[config.mk]
export PLATFORM = sky130hd
export DESIGN_NAME = control_sequencer_flat
export DESIGN_NICKNAME = d
export VERILOG_FILES = /design/src/rtl/control_sequencer_pkg.sv /design/src/rtl/control_sequencer_if.sv /design/src/rtl/control_sequencer.sv /design/src/flat_wrapper.sv
export SDC_FILE = /design/constraint.sdc
export NUM_CORES = 1
export LEC_CHECK = 0
export ABC_AREA = 1
export CAP_MARGIN = 20
export CORE_MARGIN = 2
export CORE_UTILIZATION = 45
export CTS_BUF_LIST = sky130_fd_sc_hd__clkbuf_8
export CTS_CLUSTER_SIZE = 14
export DETAILED_ROUTE_END_ITERATION = 7
export PLACE_DENSITY = 0.86
export SYNTH_ARGS = -nofsm -noshare
export SYNTH_HDL_FRONTEND = slang
export SYNTH_SLANG_ARGS = --single-unit
[constraint.sdc]
create_clock -name clock -period 3.1 [get_ports clock]
set_input_delay 0.62 -clock clock [delete_from_list [all_inputs] [get_ports clock]]
set_output_delay 0.62 -clock clock [all_outputs]
set_load 0.05 [all_outputs]
[src/rtl/control_sequencer_pkg.sv]
// Shared encodings for the control sequencer and any datapath bench built on it.
// Opcodes, FSM states and the per-cycle control word live here.
package control_sequencer_pkg;

  localparam int IMM_W = 8;
  localparam int CNT_W = 8;

  typedef enum logic [1:0] {
    OP_LDIA = 2'b00,
    OP_ADDI = 2'b01,
    OP_MVBZ = 2'b10,
    OP_NOP  = 2'b11
  } opcode_t;

  typedef enum logic [1:0] {
    ST_IDLE = 2'b00,
    ST_T0   = 2'b01,
    ST_T1   = 2'b10,
    ST_DONE = 2'b11
  } state_t;

  // One cycle's worth of register-transfer controls.
  typedef struct packed {
    logic             ra_in;
    logic             rb_in;
    logic             rz_in;
    logic             ra_out;
    logic             rb_out;
    logic             rz_out;
    logic [IMM_W-1:0] ra_imm;
    logic [IMM_W-1:0] add_imm;
  } ctrl_t;

  localparam ctrl_t CTRL_NONE = '0;

  function automatic logic is_ldia(input opcode_t op);
    return op == OP_LDIA;
  endfunction

endpackage

[src/rtl/control_sequencer_if.sv]
// Bundle of instruction-issue and control-output signals of the sequencer.
// Issue handshake: start is taken only while busy=0; busy=1 means not ready and start is ignored.
interface control_sequencer_if;
  import control_sequencer_pkg::*;

  logic                 start;
  logic [1:0]           opcode;
  logic [IMM_W-1:0]     imm;

  logic [IMM_W-1:0]     RegisterAImmediate;
  logic [IMM_W-1:0]     AddImmediate;
  logic                 RAin;
  logic                 RBin;
  logic                 RZin;
  logic                 RAout;
  logic                 RBout;
  logic                 RZout;
  logic                 busy;
  logic                 done;
  logic [CNT_W-1:0]     instr_count;
  state_t               state_dbg;

  modport master (
    output start, opcode, imm,
    input  RegisterAImmediate, AddImmediate,
    input  RAin, RBin, RZin, RAout, RBout, RZout,
    input  busy, done, instr_count, state_dbg
  );

  modport slave (
    input  start, opcode, imm,
    output RegisterAImmediate, AddImmediate,
    output RAin, RBin, RZin, RAout, RBout, RZout,
    output busy, done, instr_count, state_dbg
  );

endinterface

[src/rtl/control_sequencer.sv]
// Four-state instruction sequencer: captures an opcode/immediate in IDLE and
// walks T0/T1/DONE issuing register load and bus drive enables.
module control_sequencer
  import control_sequencer_pkg::*;
(
  input logic                clock,
  input logic                clear,
  control_sequencer_if.slave bus
);

  state_t             r_state;
  opcode_t            r_opcode;
  logic [IMM_W-1:0]   r_imm;
  logic [CNT_W-1:0]   r_count;

  state_t             w_next_state;
  ctrl_t              w_ctrl;
  logic               w_accept;

  assign w_accept = (r_state == ST_IDLE) && bus.start;

  always_ff @(posedge clock or negedge clear) begin
    if (!clear) begin
      r_state <= ST_IDLE;
    end else begin
      r_state <= w_next_state;
    end
  end

  // Captured fields only move on acceptance, so they stay stable for the whole instruction.
  always_ff @(posedge clock or negedge clear) begin
    if (!clear) begin
      r_opcode <= OP_LDIA;
      r_imm    <= '0;
    end else if (w_accept) begin
      r_opcode <= opcode_t'(bus.opcode);
      r_imm    <= bus.imm;
    end
  end

  always_ff @(posedge clock or negedge clear) begin
    if (!clear) begin
      r_count <= '0;
    end else if (r_state == ST_DONE) begin
      r_count <= r_count + CNT_W'(1);
    end
  end

  always_comb begin
    w_next_state = ST_IDLE;
    w_ctrl       = CTRL_NONE;
    casez ({r_state, r_opcode})
      {ST_IDLE, 2'b??}: begin
        w_next_state = bus.start ? ST_T0 : ST_IDLE;
      end
      {ST_T0, OP_LDIA}: begin
        w_ctrl.ra_in  = 1'b1;
        w_ctrl.ra_imm = r_imm;
        w_next_state  = ST_DONE;
      end
      {ST_T0, OP_ADDI}: begin
        w_ctrl.ra_out  = 1'b1;
        w_ctrl.rz_in   = 1'b1;
        w_ctrl.add_imm = r_imm;
        w_next_state   = ST_T1;
      end
      {ST_T0, OP_MVBZ}: begin
        w_ctrl.rz_out = 1'b1;
        w_ctrl.rb_in  = 1'b1;
        w_next_state  = ST_DONE;
      end
      {ST_T0, OP_NOP}: begin
        w_next_state = ST_DONE;
      end
      {ST_T1, OP_ADDI}: begin
        w_ctrl.rz_out = 1'b1;
        w_ctrl.rb_in  = 1'b1;
        w_next_state  = ST_DONE;
      end
      {ST_DONE, 2'b??}: begin
        w_next_state = ST_IDLE;
      end
      default: begin
        w_next_state = ST_IDLE;
        w_ctrl       = CTRL_NONE;
      end
    endcase
  end

  assign bus.RAin               = w_ctrl.ra_in;
  assign bus.RBin               = w_ctrl.rb_in;
  assign bus.RZin               = w_ctrl.rz_in;
  assign bus.RAout              = w_ctrl.ra_out;
  assign bus.RBout              = w_ctrl.rb_out;
  assign bus.RZout              = w_ctrl.rz_out;
  assign bus.RegisterAImmediate = w_ctrl.ra_imm;
  assign bus.AddImmediate       = w_ctrl.add_imm;
  assign bus.busy               = (r_state != ST_IDLE);
  assign bus.done               = (r_state == ST_DONE);
  assign bus.instr_count        = r_count;
  assign bus.state_dbg          = r_state;

endmodule

[src/flat_wrapper.sv]
// flat-port wrapper written by rule: the top's interface ports become plain ports
module control_sequencer_flat import control_sequencer_pkg::*;
  (clock, clear, bus_start, bus_opcode, bus_imm, bus_RegisterAImmediate, bus_AddImmediate, bus_RAin, bus_RBin, bus_RZin, bus_RAout, bus_RBout, bus_RZout, bus_busy, bus_done, bus_instr_count, bus_state_dbg);
  control_sequencer_if bus_i ();
  input logic clock;
  input logic clear;
  input wire logic [$bits(bus_i.start)-1:0] bus_start;
  input wire logic [$bits(bus_i.opcode)-1:0] bus_opcode;
  input wire logic [$bits(bus_i.imm)-1:0] bus_imm;
  output wire logic [$bits(bus_i.RegisterAImmediate)-1:0] bus_RegisterAImmediate;
  output wire logic [$bits(bus_i.AddImmediate)-1:0] bus_AddImmediate;
  output wire logic [$bits(bus_i.RAin)-1:0] bus_RAin;
  output wire logic [$bits(bus_i.RBin)-1:0] bus_RBin;
  output wire logic [$bits(bus_i.RZin)-1:0] bus_RZin;
  output wire logic [$bits(bus_i.RAout)-1:0] bus_RAout;
  output wire logic [$bits(bus_i.RBout)-1:0] bus_RBout;
  output wire logic [$bits(bus_i.RZout)-1:0] bus_RZout;
  output wire logic [$bits(bus_i.busy)-1:0] bus_busy;
  output wire logic [$bits(bus_i.done)-1:0] bus_done;
  output wire logic [$bits(bus_i.instr_count)-1:0] bus_instr_count;
  output wire logic [$bits(bus_i.state_dbg)-1:0] bus_state_dbg;
  assign bus_i.start = bus_start;
  assign bus_i.opcode = bus_opcode;
  assign bus_i.imm = bus_imm;
  assign bus_RegisterAImmediate = bus_i.RegisterAImmediate;
  assign bus_AddImmediate = bus_i.AddImmediate;
  assign bus_RAin = bus_i.RAin;
  assign bus_RBin = bus_i.RBin;
  assign bus_RZin = bus_i.RZin;
  assign bus_RAout = bus_i.RAout;
  assign bus_RBout = bus_i.RBout;
  assign bus_RZout = bus_i.RZout;
  assign bus_busy = bus_i.busy;
  assign bus_done = bus_i.done;
  assign bus_instr_count = bus_i.instr_count;
  assign bus_state_dbg = bus_i.state_dbg;
  control_sequencer u_core (.clock(clock), .clear(clear), .bus(bus_i));
endmodule
## Yosys cells after proc, flatten, opt, wreduce, memory -nomap -nowiden

Index checks and enable logic that the tools add are counted.
Widths: inputs -> output; s select.

- Bits in registers: 20

- Add/sub/neg operators: 1
- Reduce and logical (&&, ||, !) cells: 5
- Equal/unequal tests: 6
- Multiplexer cells: 7

Operator list:

| cell | count |
|---|---|
| $eq 4x3->1 const B | 4 |
| $mux 8 | 2 |
| $add 8x1->8 const B | 1 |
| $pmux 2 s3 | 1 |
| $eq 4x4->1 const B | 1 |
| $reduce_or 4->1 | 1 |
| $mux 1 | 3 |
| $eq 2x2->1 const B | 1 |
| $logic_not 2->1 | 1 |
| $mux 2 | 1 |
| $reduce_bool 2->1 | 1 |
| $reduce_or 2->1 | 1 |
| $logic_and 1x1->1 | 1 |

## Longest topological paths before layout

Gate-level depths: netlist of the first run.

- Depth after elaboration: 3
- Mapped depth: 6

## Worst setup path before layout of the first run

OpenSTA, ideal clock, no wires.

- Path type: flip-flop to output port
- Start point: register u_core.r_state[0] (netlist: u_core.bus.state_dbg[0])
- End point: output port bus_AddImmediate[0]
- Data required time: 2.480 ns
- Buffers on the path: 0
- Arrival time: 1.850 ns
- Stages on the path, launching flop included: 5
- Slack: 0.630 ns
- Cells stage by stage: dfrtp_1 -> inv_1 -> nor2_4 -> nand3_2 -> nor2_1

- Longest elaborated chain between the ends: 2

Ends and longest elaborated chain:

| item | RTL line | text |
|---|---|---|
| start, declared | control_sequencer.sv:11 | `state_t r_state;` |
| start signal, assigned | control_sequencer.sv:26 | `r_state <= w_next_state;` |
| $eq 4x3->1 | control_sequencer.sv:52 | `casez ({r_state, r_opcode})` |
| $mux 8 | control_sequencer.sv:52 |  |
| end, declared | flat_wrapper.sv:11 | `output wire logic [$bits(bus_i.AddImmediate)-1:0] bus_AddImmediate;` |

No other way between the ends.

## Worst setup path after layout of the first run

- Start point: register u_core.r_state[0] (netlist: u_core.bus.state_dbg[0])
- End point: output port bus_AddImmediate[7]

Same word-level chain as after synthesis.

==> results by group, run 1 <==
Routing
  • DRT Pass-1 Iters: 4
  • DRT iter0 DRCs: 7
  • DRC: 0
  • Avg WL per Cell: around 12 µm
  • Antenna Nets Post-Route: 0
  • Vias per cell: just under 5
  • DR vias: around 940
  • Final WL: about 2.2 mm

CTS
  • Hold buffers post-CTS: 0
  • CTS Buf Count: 3
  • Clock buffer depth: 2
  • H-Tree Depth: 1
  • Post-CTS Setup Inserts: 0
  • Clock latency on the worst-skew pair: between 0.2 and 0.3 ns
  • Clock slew at reported path FFs: 0.07 ns
  • Sink Count: 20
  • CTS tree: done
  • Clock root buffer: clkbuf_8
  • Post_cts resized: 0

Floorplanning
  • FP Rows: 17
  • Io pins: 47
  • Core area: 2170 µm²
  • Die width: 51.5 µm
  • Die area: ~2700 µm²
  • Die height: ~50 µm
  • Starting Density: 46.9%

Cells and area
  • Nets: ~180
  • Area Growth Syn to Fin: 48.0%
  • Ant diodes: 0
  • FILL cells: ~180
  • Core Util, Final: a little over two thirds
  • Post-layout instance area: ~1500 µm²
  • Layout cells sized above 1: 8.43%

Synth
  • #FFs+latches synth: 20
  • Post-synth top flop: dfrtp_1
  • Post-synthesis mux area share: 0%
  • Mapped Area: 1020 µm²
  • Post-synthesis simple-gate area fraction: between 20 and 30%
  • Post-synth top area cell: dfrtp_1
  • Async SR Flop Fraction: 100%
  • Netlist cell types: 21
  • Compound-Gate Fraction of Synth Area: 5.90%
  • Xor/xnor cell area share of the yosys netlist: under 10%
  • Post-synth EDFFs: 0
  • Syn Inst Count: around 120
  • Top-area cell type share of the netlist area: 49.2%
  • Sequential-to-total area share from yosys stat: 49.2%
  • Syn Nets: between 100 and 150
  • Synth Area per Inst: 8.27 µm²
  • Ys Warns: 0
  • Most numerous cell in the Yosys netlist: nor2_1
  • Synth Area in Adders: under 10%
  • Synth cell count leaders: 27 x nor2_1, 20 x dfrtp_1, 18 x inv_1
  • Main combinational cell family by area after synthesis: simple AND/OR/NAND/NOR gates
  • Area contributors post-synth: dfrtp_1 49%, nor2_1 10%, inv_1 6.6%, nand2_1 6.3%, a21oi_1 4.9%

Timing
  • Worst-margin pin slew: between 0.8 and 0.9 ns
  • Fin. Hold Viols: 0
  • FMAX: approximately 0.36 GHz
  • Final Setup Violations: 0
  • Slew HR: 41.1%
  • Setup TNS Final: 0 ns
  • RSZ-0062 raised after global routing: no
  • Setup Skew: between 0.0007 and 0.0008 ns
  • Period utilisation layout: roughly nine tenths
  • Final Critical Period: ~2.8 ns
  • Fin. max-slew vios: 0
  • Final setup margin: 0.333 ns

Global route
  • GRT Residual Overflow: 0
  • Met3 usage: around 4.6%
  • Grt met1 use: between 20% and 30%
  • First-pass GRT wire length: between 3 and 4 mm
  • Met2 usage: roughly 33%
  • Number of global-route vias before repair: 900
  • Initial antenna violation count: 0
  • Gr usage total: ~19%
  • Grt peak-use layer: met2
  • Largest net degree at the start of global routing: 22

Critical path
  • Required @ worst endpoint: 2.48 ns
  • CP endpoint kind: primary output
  • Crit path max fanout: 9
  • CP Data Arrival Time: roughly 2.2 ns
  • Crit start category: flip-flop
  • Setup CP Type: flip-flop to primary output

Placed design
  • GP Congestion: 0.725
  • DP HPWL: around 1.7 mm
  • Placed Area: approximately 1500 µm²
  • I/O Buffers: 45
  • Worst slack, placed: ~0.60 ns

Hold path
  • Class of the worst hold path: flip-flop to flip-flop

Power and ir drop
  • Worst VDD drop: approximately 0.00065 V
  • LEAKAGE: around 0.74 nW
  • Power per cell area: roughly 1000 nW/µm²

Job
  • MaxCap Viol Count: 0

Status
  • Status: completed
final timing paths:
path                            cells after the start  slack [ns]                                   from                                     to
worst max-delay path                                5        0.33      u_core.bus.state_dbg[0]$_DFF_PN0_                    bus_AddImmediate[7]
worst min register to register                      2        0.53  u_core.bus.instr_count[6]$_DFFE_PN0P_  u_core.bus.instr_count[6]$_DFFE_PN0P_
min in group asynchronous                           1        0.86                                  clear  u_core.bus.instr_count[0]$_DFFE_PN0P_
worst min-delay path                                2        0.53  u_core.bus.instr_count[6]$_DFFE_PN0P_  u_core.bus.instr_count[6]$_DFFE_PN0P_
max in group asynchronous                           1        1.70                                  clear  u_core.bus.instr_count[4]$_DFFE_PN0P_
worst max register to register                      4        1.84      u_core.bus.state_dbg[1]$_DFF_PN0_         u_core.r_opcode[1]$_DFFE_PN0P_
flip-flops by register name, summed over array words and instances (netlist names):
| signal | flops |
|---|---|
| u_core.bus.instr_count | 8 |
| u_core.r_imm | 8 |
| u_core.bus.state_dbg | 2 |
| u_core.r_opcode | 2 |
power breakdown:
| group | switching [mW] | internal (mW) |
|---|---|---|
| Clock | 0.0804 | 0.0864 |
| Combinational | 0.618 | 0.276 |
| Sequential | 0.0871 | 0.363 |
metal layers:
layer	routed length, µm	up-vias
met3	165	4
met1	997	439
met2	1050	39
li1	-	456
met4	23	0
met5	0	-
final cells by class:
| cell class | count | area, µm² | share of cell area, % |
|---|---|---|---|
| Tap cell | 28 | 35.0 | 2.33 |
| Clock buffer | 3 | 41.3 | 2.74 |
| Inverter | 19 | 71.3 | 4.74 |
| Sequential cell | 20 | 500 | 33.3 |
| Multi-Input combinational cell | 79 | 407 | 27.0 |
| Timing Repair Buffer | 45 | 450 | 29.9 |
kinds of logic after synthesis:
logic type	count (synthesis)
fa+ha+maj	1
other cells	1
compound gates	12
flops	20
xor+xnor	4
simple gates	61
buf+inv	24
metrics by stage:
stage	hold slack, ns	cells	power (mW)
3_3_place_gp	0.498	191	1.32
5_1_grt	0.547	194	1.60
4_1_cts	0.530	194	1.52
2_1_floorplan	0.324	123	1.08
6_report	0.528	194	1.51
3_5_place_dp	0.513	191	1.35
critical path, stage by stage (launching register included):
cell and delay [ns]:
dfrtp_1 0.46, inv_1 0.13, nor2_4 0.15, nand3_2 0.19, nor2_1 0.15, clkdlybuf4s50_1 0.82
placed cells by master, fill, tap and decap left out:
cell,instances
clkdlybuf4s50_1,45
nor2_1,27
dfrtp_1,20
inv_1,18
nand2_1,17
a21oi_1,10
nand3_1,4
nor2_4,3
nand3_2,3
nand2_2,3
clkbuf_8,3
o21ai_0,2
nand3b_1,2
xor2_1,2
xnor2_1,2
nor2_2,1
nand4_1,1
inv_2,1
ha_1,1
conb_1,1
Note: power is estimated with default switching activity, not from simulation.
==> run 2: changes to the inputs <==
CORE_MARGIN = not set   (was 2)
==> run 2 against run 1 <==
  * Non-clock buffer count is the same
  * Worst hold slack hardly changed
  * Clock skew rose by 0.0040 ns
  * Critical endpoint unchanged
  * Flip-flop and latch count unchanged
  * Combinational power hardly changed
  * Clock power up 19%
  * Critical path depth did not move
  * Die area shrank 7.6%
  * Utilization rose by 4.9 points
==> results by group, run 2 (synthesis gave the netlist of run 1 again) <==
Status
  • Status: completed (unchanged)

Job
  • MaxCap Viol Count: 0 (unchanged)

CTS
  • CTS Buf Count: 3 (unchanged)
  • Clock latency on the worst-skew pair: 0.26 ns (was 0.25 ns)
  • H-Tree Depth: 1 (unchanged)
  • Hold buffers post-CTS: 0 (unchanged)
  • Clock slew at reported path FFs: 0.08 ns (was 0.07 ns)
  • Clock root buffer: clkbuf_8 (unchanged)
  • CTS tree: done (unchanged)
  • Sink Count: 20 (unchanged)
  • Post-CTS Setup Inserts: 0 (unchanged)
  • Clock buffer depth: 2 (unchanged)
  • Post_cts resized: 0 (unchanged)

Critical path
  • Reg2reg path depth: 4 (unchanged)
  • Critical R2R Launch: u_core.bus.state_dbg[1]$_DFF_PN0_ (unchanged)
  • Crit path max fanout: 9 (unchanged)
  • Required @ worst endpoint: 2.48 ns (about the same)
  • Setup CP Type: flip-flop to primary output (unchanged)
  • Slowest cell on crit path: clkdlybuf4s50_1 (unchanged)
  • RR Endpoint: u_core.r_imm[0]$_DFFE_PN0P_ (was u_core.r_opcode[1]$_DFFE_PN0P_)
  • Buf/Inv on CP: 2 (unchanged)
  • CP endpoint kind: primary output (unchanged)
  • Delay of the slowest critical-path stage: 0.82 ns (about the same)
  • R2r setup slk: 1.82 ns (was 1.84 ns)
  • Crit-path cells: inv_1 > nor2_4 > nand3_2 > nor2_1 > clkdlybuf4s50_1 (unchanged)
  • Worst Setup SP: u_core.bus.state_dbg[0]$_DFF_PN0_ (unchanged)
  • Delay-heaviest family, CP: buffers and inverters (unchanged)
  • Crit start category: flip-flop (unchanged)
  • CP Data Arrival Time: 2.16 ns (was 2.15 ns)

Placed design
  • I/O Buffers: 45 (unchanged)
  • Worst slack, placed: 0.593 ns (was 0.603 ns)
  • GP Congestion: 0.746 (was 0.725)
  • Placed Area: 1460 µm² (about the same)
  • DP HPWL: 1.63 mm (was 1.67 mm)

Global route
  • Met3 usage: 4.01% (was 4.60%)
  • Largest net degree at the start of global routing: 22 (unchanged)
  • First-pass GRT wire length: 3.78 mm (was 3.71 mm)
  • Initial antenna violation count: 0 (unchanged)
  • Met2 usage: 36.3% (was 32.7%)
  • Number of global-route vias before repair: 924 (was 900)
  • Grt met1 use: 23.2% (was 22.4%)
  • Gr usage total: 20.3% (was 18.5%)
  • GRT Residual Overflow: 0 (unchanged)
  • Grt peak-use layer: met2 (unchanged)

Timing
  • Fin Hold WS: 0.528 ns (about the same)
  • Fin. Hold Viols: 0 (unchanged)
  • Setup TNS Final: 0 ns (unchanged)
  • RSZ-0062 raised after global routing: no (unchanged)
  • Period utilisation layout: 89.8% (was 89.3%)
  • FMAX: 0.359 GHz (was 0.361 GHz)
  • Final Setup Violations: 0 (unchanged)
  • Worst-margin pin slew: 0.882 ns (was 0.881 ns)
  • Setup Skew: 0.00475 ns (was 0.000795 ns)
  • Final setup margin: 0.317 ns (was 0.333 ns)
  • Final Critical Period: 2.78 ns (was 2.77 ns)
  • Slew HR: 41.0% (was 41.1%)
  • Fin. max-slew vios: 0 (unchanged)

Floorplanning
  • FP Rows: 16 (was 17)
  • Core area: 2040 µm² (was 2170 µm²)
  • Die width: 49.5 µm (was 51.5 µm)
  • Die height: 49.5 µm (was 51.5 µm)
  • Die area: 2450 µm² (was 2660 µm²)
  • Starting Density: 49.8% (was 46.9%)
  • Io pins: 47 (unchanged)

Routing
  • DRC: 0 (unchanged)
  • Final WL: 2.20 mm (was 2.23 mm)
  • Vias per cell: 4.80 (was 4.84)
  • Antenna Nets Post-Route: 0 (unchanged)
  • Avg WL per Cell: 11.3 µm (was 11.5 µm)
  • DRT iter0 DRCs: 11 (was 7)
  • DR vias: 931 (was 938)
  • DRT Pass-1 Iters: 4 (unchanged)

Hold path
  • Class of the worst hold path: flip-flop to flip-flop (unchanged)
  • Hold path endpoint: u_core.bus.instr_count[4]$_DFFE_PN0P_ (was u_core.bus.instr_count[6]$_DFFE_PN0P_)
  • Hold Crit Depth: 1 (was 2)
  • Worst hold start: u_core.bus.instr_count[4]$_DFFE_PN0P_ (was u_core.bus.instr_count[6]$_DFFE_PN0P_)

Power and ir drop
  • Post-layout power: 1.54 mW (was 1.51 mW)
  • Power per cell area: 1010 nW/µm² (was 1000 nW/µm²)
  • Worst VDD drop: 0.000702 V (was 0.000647 V)
  • LEAKAGE: 0.745 nW (was 0.738 nW)

Cells and area
  • Post-layout instance area: 1520 µm² (was 1510 µm²)
  • Ant diodes: 0 (unchanged)
  • Nets: 182 (unchanged)
  • Area Growth Syn to Fin: 49.2% (was 48.0%)
  • FILL cells: 163 (was 178)
  • Most frequent cells in the layout: 45 x clkdlybuf4s50_1, 27 x nor2_1, 20 x dfrtp_1 (unchanged)
  • Layout cells sized above 1: 8.98% (was 8.43%)
  • Most common cell after layout, fill and taps aside: clkdlybuf4s50_1 (unchanged)
-- run 2: layer usage --
layer | routed length [µm] | vias to the layer above
li1 | - | 457
met1 | 982 | 434
met2 | 1070 | 38
met3 | 127 | 2
met4 | 18 | 0
met5 | 0 | -
-- run 2: worst max-delay path by stage --
stage               cells after the start                   endpoint
global placement                        5        bus_AddImmediate[0]
floorplan                               4        bus_AddImmediate[0]
finish                                  5        bus_AddImmediate[7]
global route                            5  bus_RegisterAImmediate[1]
CTS                                     5        bus_AddImmediate[1]
detailed placement                      5        bus_AddImmediate[7]
-- run 2: cell type report --
| cell class | count | area, µm² | area share [%] |
|---|---|---|---|
| clock buffer | 4 | 55.1 | 3.63 |
| sequential | 20 | 500 | 33.0 |
| multi-input combinational | 79 | 407 | 26.8 |
| inverter | 19 | 71.3 | 4.70 |
| timing repair buffer | 45 | 450 | 29.7 |
| tap | 27 | 33.8 | 2.23 |
-- run 2: per-stage QoR --
step	instances	utilization, %
CTS	194	74.3
detailed placement	190	71.6
global placement	190	71.6
finish	194	74.3
floorplan	123	-
global route	194	74.3
-- run 2: where the power goes --
part / switching (mW) / internal, mW
logic: 0.617 / 0.276
clock network: 0.0854 / 0.113
registers: 0.0843 / 0.363
